===== src/rtl/mem_port_arbiter_pkg.sv =====
// Shared encodings for the IF/MEM memory port arbiter: FSM states, grant owner,
// and the wait-counter width rule.
package mem_port_arbiter_pkg;

    typedef enum logic [1:0] {
        ST_IDLE    = 2'd0,
        ST_IF_BUSY = 2'd1,
        ST_D_BUSY  = 2'd2
    } arb_state_e;

    typedef enum logic {
        GRANT_IF = 1'b0,
        GRANT_D  = 1'b1
    } grant_e;

    // One spare bit so MEM_LAT-1 always fits, including MEM_LAT=1.
    function automatic int cnt_width(input int mem_lat);
        return $clog2(mem_lat) + 1;
    endfunction

endpackage


===== src/rtl/mem_wait_counter.sv =====
// Wait-state counter for one memory transaction: loads MEM_LAT-1 on grant,
// counts down while busy and flags zero in the final access cycle.
module mem_wait_counter #(
    parameter int CNT_W = 2
) (
    input  logic             clk,
    input  logic             rst,
    input  logic             load_i,
    input  logic [CNT_W-1:0] load_val_i,
    input  logic             dec_i,
    output logic [CNT_W-1:0] cnt_o,
    output logic             zero_o
);

    logic [CNT_W-1:0] cnt_q;
    logic [CNT_W-1:0] cnt_d;

    // NOTE: every variable written in always_comb gets a default first, so no latch is inferred.
    always_comb begin
        cnt_d = cnt_q;
        if (load_i) begin
            cnt_d = load_val_i;
        end else if (dec_i && (cnt_q != '0)) begin
            cnt_d = cnt_q - CNT_W'(1);
        end
    end

    // NOTE: sequential state is assigned with <= only; reset is synchronous and active-low.
    always_ff @(posedge clk) begin
        if (!rst) begin
            cnt_q <= '0;
        end else begin
            cnt_q <= cnt_d;
        end
    end

    assign cnt_o  = cnt_q;
    assign zero_o = (cnt_q == '0);

endmodule


===== src/rtl/mem_port_arbiter.sv =====
// Round-robin arbiter sharing one fixed-latency memory port between instruction
// fetch and the data stage, with registered memory/ready outputs and pipeline holds.
module mem_port_arbiter
    import mem_port_arbiter_pkg::*;
#(
    parameter int ADDR_W  = 32,
    parameter int DATA_W  = 32,
    parameter int MEM_LAT = 2
) (
    input  logic              clk,
    input  logic              rst,
    input  logic              if_req,
    input  logic [ADDR_W-1:0] if_addr,
    output logic [DATA_W-1:0] if_rdata,
    output logic              if_ready,
    input  logic              d_read,
    input  logic              d_write,
    input  logic [ADDR_W-1:0] d_addr,
    input  logic [DATA_W-1:0] d_wdata,
    output logic [DATA_W-1:0] d_rdata,
    output logic              d_ready,
    output logic [ADDR_W-1:0] mem_addr,
    output logic [DATA_W-1:0] mem_wdata,
    output logic              mem_read,
    output logic              mem_write,
    input  logic [DATA_W-1:0] mem_rdata,
    output logic              pc_hold,
    output logic              pipe_hold
);

    localparam int CNT_W = cnt_width(MEM_LAT);

    generate
        if (MEM_LAT < 1) begin : g_bad_lat
            $error("mem_port_arbiter: MEM_LAT must be >= 1");
        end
    endgenerate

    arb_state_e        state_q;
    grant_e            last_grant_q;
    logic              is_write_q;
    logic [ADDR_W-1:0] mem_addr_q;
    logic [DATA_W-1:0] mem_wdata_q;
    logic              mem_read_q;
    logic              mem_write_q;
    logic [DATA_W-1:0] if_rdata_q;
    logic [DATA_W-1:0] d_rdata_q;
    logic              if_ready_q;
    logic              d_ready_q;

    logic             d_req;
    logic             busy;
    logic             grant_valid;
    logic             grant_d;
    logic             cnt_zero;
    logic [CNT_W-1:0] cnt;

    assign d_req = d_read | d_write;
    assign busy  = (state_q != ST_IDLE);

    // A ready pulse blocks granting for one cycle so the finished requester can retire.
    assign grant_valid = (state_q == ST_IDLE) && !if_ready_q && !d_ready_q && (if_req || d_req);
    assign grant_d     = d_req && (!if_req || (last_grant_q == GRANT_IF));

    mem_wait_counter #(
        .CNT_W (CNT_W)
    ) u_wait_counter (
        .clk        (clk),
        .rst        (rst),
        .load_i     (grant_valid),
        .load_val_i (CNT_W'(MEM_LAT - 1)),
        .dec_i      (busy),
        .cnt_o      (cnt),
        .zero_o     (cnt_zero)
    );

    always_ff @(posedge clk) begin
        if (!rst) begin
            state_q      <= ST_IDLE;
            last_grant_q <= GRANT_IF;
            is_write_q   <= 1'b0;
            mem_addr_q   <= '0;
            mem_wdata_q  <= '0;
            mem_read_q   <= 1'b0;
            mem_write_q  <= 1'b0;
            if_rdata_q   <= '0;
            d_rdata_q    <= '0;
            if_ready_q   <= 1'b0;
            d_ready_q    <= 1'b0;
        end else begin
            if_ready_q <= 1'b0;
            d_ready_q  <= 1'b0;
            case (state_q)
                ST_IDLE: begin
                    if (grant_valid) begin
                        mem_addr_q   <= grant_d ? d_addr : if_addr;
                        mem_wdata_q  <= d_wdata;
                        is_write_q   <= grant_d && d_write;
                        mem_read_q   <= !(grant_d && d_write);
                        mem_write_q  <= grant_d && d_write && (MEM_LAT == 1);
                        state_q      <= grant_d ? ST_D_BUSY : ST_IF_BUSY;
                        last_grant_q <= grant_d ? GRANT_D : GRANT_IF;
                    end
                end
                ST_IF_BUSY, ST_D_BUSY: begin
                    if (cnt_zero) begin
                        mem_read_q  <= 1'b0;
                        mem_write_q <= 1'b0;
                        state_q     <= ST_IDLE;
                        if (state_q == ST_IF_BUSY) begin
                            if_rdata_q <= mem_rdata;
                            if_ready_q <= 1'b1;
                        end else begin
                            if (!is_write_q) begin
                                d_rdata_q <= mem_rdata;
                            end
                            d_ready_q <= 1'b1;
                        end
                    end else begin
                        // The single write strobe lands in the final access cycle.
                        mem_write_q <= is_write_q && (cnt == CNT_W'(1));
                    end
                end
                default: state_q <= ST_IDLE;
            endcase
        end
    end

    assign mem_addr  = mem_addr_q;
    assign mem_wdata = mem_wdata_q;
    assign mem_read  = mem_read_q;
    assign mem_write = mem_write_q;
    assign if_rdata  = if_rdata_q;
    assign d_rdata   = d_rdata_q;
    assign if_ready  = if_ready_q;
    assign d_ready   = d_ready_q;

    assign pipe_hold = d_req & ~d_ready_q;
    assign pc_hold   = (if_req & ~if_ready_q) | pipe_hold;

endmodule


===== config.mk =====
export PLATFORM = sky130hd
export DESIGN_NAME = mem_port_arbiter
export DESIGN_NICKNAME = d
export VERILOG_FILES = /design/src/rtl/mem_port_arbiter_pkg.sv /design/src/rtl/mem_wait_counter.sv /design/src/rtl/mem_port_arbiter.sv
export SDC_FILE = /design/constraint.sdc
export NUM_CORES = 1
export LEC_CHECK = 0
export BUFFER_PORTS_ARGS = -buffer_cell sky130_fd_sc_hd__buf_2
export CORE_MARGIN = 3
export CORE_UTILIZATION = 52
export CTS_BUF_LIST = sky130_fd_sc_hd__clkbuf_2
export DETAILED_ROUTE_END_ITERATION = 8
export PLACE_DENSITY = 0.86
export SYNTH_ARGS = -nofsm -noshare
export SYNTH_HDL_FRONTEND = slang
export SYNTH_HIERARCHICAL = 1
export SYNTH_SLANG_ARGS = --single-unit
export TNS_END_PERCENT = 5

===== constraint.sdc =====
create_clock -name clk -period 3.3 [get_ports clk]
set_clock_uncertainty 0.15 [all_clocks]
set_input_delay 0.165 -clock clk [delete_from_list [all_inputs] [get_ports clk]]
set_output_delay 0.165 -clock clk [all_outputs]
set_load 0.01 [all_outputs]

== Word level (Yosys, flattened, before mapping) ==
Cells that the tools add are included.
Widths: inputs -> output; s select.

* Flip-flop bits (word level): 138
* Word-level logic and storage cells: 73
* Input port bits: 133

* Equal/unequal tests: 5
* Bitwise gates (word level): 10
* Multiplexer cells: 16
* $add $sub $neg: 1
* Reductions and logical operators: 28

{| class="wikitable"
|+ Operator list
! cell !! count
|-
| $mux 32 || 1
|-
| $mux 1 || 9
|-
| $reduce_and 3->1 || 3
|-
| $reduce_bool 2->1 || 4
|-
| $logic_and 1x1->1 || 7
|-
| $mux 2 || 3
|-
| $not 1->1 || 6
|-
| $reduce_and 2->1 || 3
|-
| $eq 2x1->1 const B || 2
|-
| $logic_not 1->1 || 4
|-
| $logic_not 2->1 || 2
|-
| $ne 2x2->1 const B || 2
|-
| $pmux 1 s2 || 2
|-
| $pmux 2 s2 || 1
|-
| $reduce_and 4->1 || 1
|-
| $reduce_or 2->1 || 2
|-
| $and 1x1->1 || 2
|-
| $eq 2x2->1 const B || 1
|-
| $logic_or 1x1->1 || 2
|-
| $or 1x1->1 || 2
|-
| $sub 2x1->2 const B || 1
|}

== Longest topological paths before layout ==
* Depth in word-level cells: 7
* Mapped depth: 9
* Depth with buffers taken out: 7

== By module ==
The synthesis kept the hierarchy.

{| class="wikitable"
|+ Modules (own cells, without submodules)
! module !! area an instance (sq um) !! instances !! cells an instance
|-
| mem_port_arbiter || 5501.5 || 1 || 630
|-
| mem_wait_counter || 122.6 || 1 || 14
|}

== Worst setup path after synthesis ==
Ideal clock, no wire load.

* Kind: flip-flop to flip-flop
* Start point: register state_q[1]
* End point: register u_wait_counter.cnt_q[1], in the netlist u_wait_counter/cnt_o[1]
* Buffers on the path: 2
* Setup slack: 1439 ps
* Setup time: 120 ps
* Stages on the path, launching flop included: 10
* Period minus slack after synthesis: 1861 ps
* Arrival time: 1591 ps
* Cells stage by stage: dfxtp_1 -> inv_1 -> ha_1 -> or3b_1 -> buf_2 -> nor2_8 -> buf_6 -> inv_1 -> o211ai_1 -> a21boi_1

* Cells in the longest elaborated chain, start to end: 5
* Elaborated cells on any way between the ends: 7
* Those cells by class: 7 x reduce/logical

{| class="wikitable"
|+ RTL lines
! item !! line !! RTL
|-
| start: declaration || mem_port_arbiter.sv:39 || <nowiki>arb_state_e state_q;</nowiki>
|-
| start signal: assignment || mem_port_arbiter.sv:101 || <nowiki>state_q <= grant_d ? ST_D_BUSY : ST_IF_BUSY;</nowiki>
|-
| $logic_not 2->1 || mem_port_arbiter.sv:62 || <nowiki>assign grant_valid = (state_q == ST_IDLE) && !if_ready_q && !d_ready_q && (if_req || d_req);</nowiki>
|-
| $logic_and 1x1->1 (3 in series) || mem_port_arbiter.sv:62 ||
|-
| net grant_valid || mem_port_arbiter.sv:53 || <nowiki>logic grant_valid;</nowiki>
|-
| $reduce_or 2->1 (no line) || -- ||
|-
| end signal: assignment || mem_wait_counter.sv:33 || <nowiki>cnt_q <= cnt_d;</nowiki>
|-
| end: declaration || mem_wait_counter.sv:15 || <nowiki>logic [CNT_W-1:0] cnt_q;</nowiki>
|}

The timed path passes the listed nets, and every way through them passes these cells.
A chain may end at the register's enable or synchronous reset.

== Worst setup path after layout ==
* Start point: register state_q[1]
* End point: register mem_wdata_q[15], in the netlist mem_wdata[15]

* Cells in the longest elaborated chain, start to end: 5

{| class="wikitable"
|+ RTL lines
! item !! line !! RTL
|-
| $logic_not 2->1 (*) || mem_port_arbiter.sv:62, mem_port_arbiter.sv:93 ||
|-
| $logic_and 1x1->1 (3 in series) || mem_port_arbiter.sv:62 ||
|-
| $reduce_and 2->1 (no line) (*) || -- ||
|-
| end signal: assignment || mem_port_arbiter.sv:97 || <nowiki>mem_wdata_q <= d_wdata;</nowiki>
|-
| end: declaration || mem_port_arbiter.sv:43 || <nowiki>logic [DATA_W-1:0] mem_wdata_q;</nowiki>
|}

Every way passes the cells marked *; elsewhere a longest branch is shown, timed or not.

==> flow_metrics.env <==
export IMPL_async_flop_share_pct=0
export IMPL_first_pass_iters=9
export IMPL_slew_headroom_pct=17.42
export IMPL_fin_nets=1185
export IMPL_place_area_mm2=0.006934
export IMPL_syn_area_per_cell_um2=8.733
export IMPL_dp_hpwl_mm=10.79
export IMPL_power_leakage_nw=4.116
export IMPL_first_global_vias=7068
export IMPL_cts_tree="done"
export IMPL_setup_tns_final_ps=0
export IMPL_syn_to_final_growth_pct=57.37
export IMPL_synth_commonest_cells="dfxtp_1, nand2_1, a21oi_1, nand3_1, mux2i_1"
export IMPL_die_area_mm2=0.01210
export IMPL_hp_class="in -> reg"
export IMPL_hold_viol=0
export IMPL_startpoint_type="flop"
export IMPL_drt_initial_drc_count=983
export IMPL_synth_cell_types=43
export IMPL_vias_per_cell=5.879
export IMPL_yosysSeqAreaShare_pct=49.12
export IMPL_clock_sinks=138
export IMPL_finalMaxSlewViolations=0
export IMPL_power_w=0.007060
export IMPL_status="finished, violations left"
export IMPL_grt_max_degree=67
export IMPL_finalSetupViolations=0
export IMPL_max_freq_mhz=352.7
export IMPL_wl_per_cell_um=20.22
export IMPL_synth_edf_count=0
export IMPL_power_density_mw_per_mm2=797.7
export IMPL_antenna_found_initial=2
export IMPL_grt_first_pass_wirelength_mm=36.51
export IMPL_numCtsBuffers=17
export IMPL_r2r_setup_slack_ps=460
export IMPL_yosys_area_share_simple_pct=14.99
export IMPL_maxCapViolCount=0
export IMPL_worst_pin_slew_ps=1239
export IMPL_drive_above_1_share_pct=32.39
export IMPL_max_vdd_ir_drop_mv=0.7529
export IMPL_synthesis_area_mm2=0.005624
export IMPL_synth_ff_latch_count=138
export IMPL_placementRows=37
export IMPL_coreArea_mm2=0.01042
export IMPL_critical_path_required_ps=3750
export IMPL_grt_total_usage_pct=39.56
export IMPL_placement_io_buffers=266
export IMPL_pin_count=267
export IMPL_crit_type="reg -> reg"
export IMPL_num_vias=7055
export IMPL_cp_num_buf_inv=3
export IMPL_postRouteAntennaNets=0
export IMPL_fin_area_mm2=0.008851
export IMPL_synth_compound_area_share_pct=23.11
export IMPL_die_w_um=110
export IMPL_drcViolationCount=1
export IMPL_violations="DRC"
export IMPL_fin_crit_ps=2835
export IMPL_initial_utilization_pct=53.99
export IMPL_crit_arrival_ps=3280
export IMPL_synth_mux_area_share_pct=5.873
export IMPL_yosysWarnings=6
export IMPL_path_cells="inv_1 > ha_1 > or3b_1 > buf_4 > o21ai_0 > a21oi_1 > dlygate4sd3_1"
export IMPL_synth_top_area_share_pct=49.12
export IMPL_synth_top_family_by_area="compound AO/OA/AOI/OAI gates"
export IMPL_clk_latency_ps=670
export IMPL_cp_slowest_cell="dlygate4sd3_1"
export IMPL_synthFlopType="dfxtp_1"
export IMPL_yosysMostFrequentCell="dfxtp_1"
export IMPL_critPathMaxStageDelay_ps=600
export IMPL_cts_buffer_depth=2
export IMPL_synthTopCellsByArea="dfxtp_1, a21oi_1, nand2_1, a211oi_2, mux2i_1"
export IMPL_fin_crit_sh_pct=85.92
export IMPL_synth_top_cell_by_area="dfxtp_1"
export IMPL_endpoint_kind="flop"
export IMPL_synth_xor_area_share_pct=0.1557
export IMPL_crit_family="buffers and inverters"
export IMPL_grt_ovfl_total=0
export IMPL_dieHeight_um=110
export IMPL_clkTransAtPathRegs_ps=230
export IMPL_ctsHtreeMaxLevel=4
export IMPL_synthAdderAreaFrac_pct=0.6674
export IMPL_rsz0062_at_grt="no"
export IMPL_wirelength_mm=24.27
export IMPL_clockRootBuffer="clkbuf_2"
export IMPL_crit_fanout=35
export IMPL_syn_inst=644
export IMPL_gp_congestion=0.8231
export IMPL_synth_nets=780
worst register-to-register path: cells and delay by family, from the launching register on:
| kind | cells | cell delay [ps] |
|---|---|---|
| compound gates | 2 | 480 |
| fa+ha+maj | 1 | 280 |
| buf+inv | 3 | 1000 |
| flops | 1 | 380 |
| simple gates | 1 | 490 |
sequential cells by signal, summed over array words and instances (netlist names):
signal,cells
d_rdata,32
d_ready,1
if_rdata,32
if_ready,1
is_write_q,1
last_grant_q,1
mem_addr,32
mem_read,1
mem_wdata,32
mem_write,1
state_q,2
u_wait_counter/cnt_o,2
cell type report:
type | count | area [µm²]
multi-input cells | 439 | 2551
well taps | 136 | 170.2
clock inverters | 15 | 155.1
inverters | 9 | 36.28
flip-flops and latches | 138 | 2763
clock buffers | 17 | 85.08
fillers | 544 | 1565
repair buffers | 444 | 3085
diodes | 2 | 5.005
timing repair:
action                    in CTS  in global routing
hold buffers                 167                  0
gates resized for setup        0                  0
setup buffers                  0                  0
hold endpoints to repair     138                  0
final timing paths:
path              endpoint          start  cells past startpoint
max          mem_wdata[15]     state_q[1]                      7
min           if_rdata[19]  mem_rdata[19]                      4
max reg2reg  mem_wdata[15]     state_q[1]                      7
min reg2reg   if_rdata[31]   if_rdata[31]                      2
metal layers:
layer / part of all wire, % / wire length [µm] / vias to the layer above / GRT usage, %
li1: - / - / 3053 / -
met1: 32 / 7785 / 3196 / 40.34
met2: 49 / 11990 / 621 / 67.63
met3: 11 / 2765 / 185 / 13.57
met4: 7.1 / 1721 / 0 / 27.60
met5: 0 / 0 / - / 0
report_power, final:
group | internal, W | switching [W]
logic | 0.00141 | 0.00211
clock network | 0.000301 | 0.000726
registers | 0.00217 | 0.000333
cells by family (layout without fill, tap and decap cells):
kind of cell / count (synthesis) / in the layout
other: 2 / 4
and+or+nand+nor: 189 / 189
buffers and inverters: 67 / 485
muxes: 33 / 33
adders and majority gates: 3 / 3
AOI/OAI and AO/OA: 211 / 211
xor gates and xnor gates: 1 / 1
DFF: 138 / 138
cell usage in the layout, fill, tap and decap left out, types with 4 or more instances in the layout:
master and count:
a21oi_1 131, nand2_1 136, buf_2 266, inv_6 5, nand3_1 34, mux2i_1 33, dlygate4sd3_1 167, dfxtp_1 138
clkbuf_2 17, inv_1 8, o21ai_0 6, buf_4 11, o21ai_1 30, a211oi_1 6, a211oi_2 27, clkinvlp_4 4
metrics by stage:
stage / setup slack (ps) / hold WS, ps / cells / utilization [%]
3_3_place_gp: 1088 / 267.9 / 999 / 66.57
5_1_grt: 335.7 / 31.81 / 1200 / 84.97
6_report: 464.6 / 97.79 / 1200 / 84.97
3_5_place_dp: 1023 / 271.6 / 999 / 66.57
2_1_floorplan: 1439 / 151.0 / 644 / -
4_1_cts: 740.3 / 51.57 / 1198 / 84.92
No activity file was read; power rests on OpenSTA's default activity.
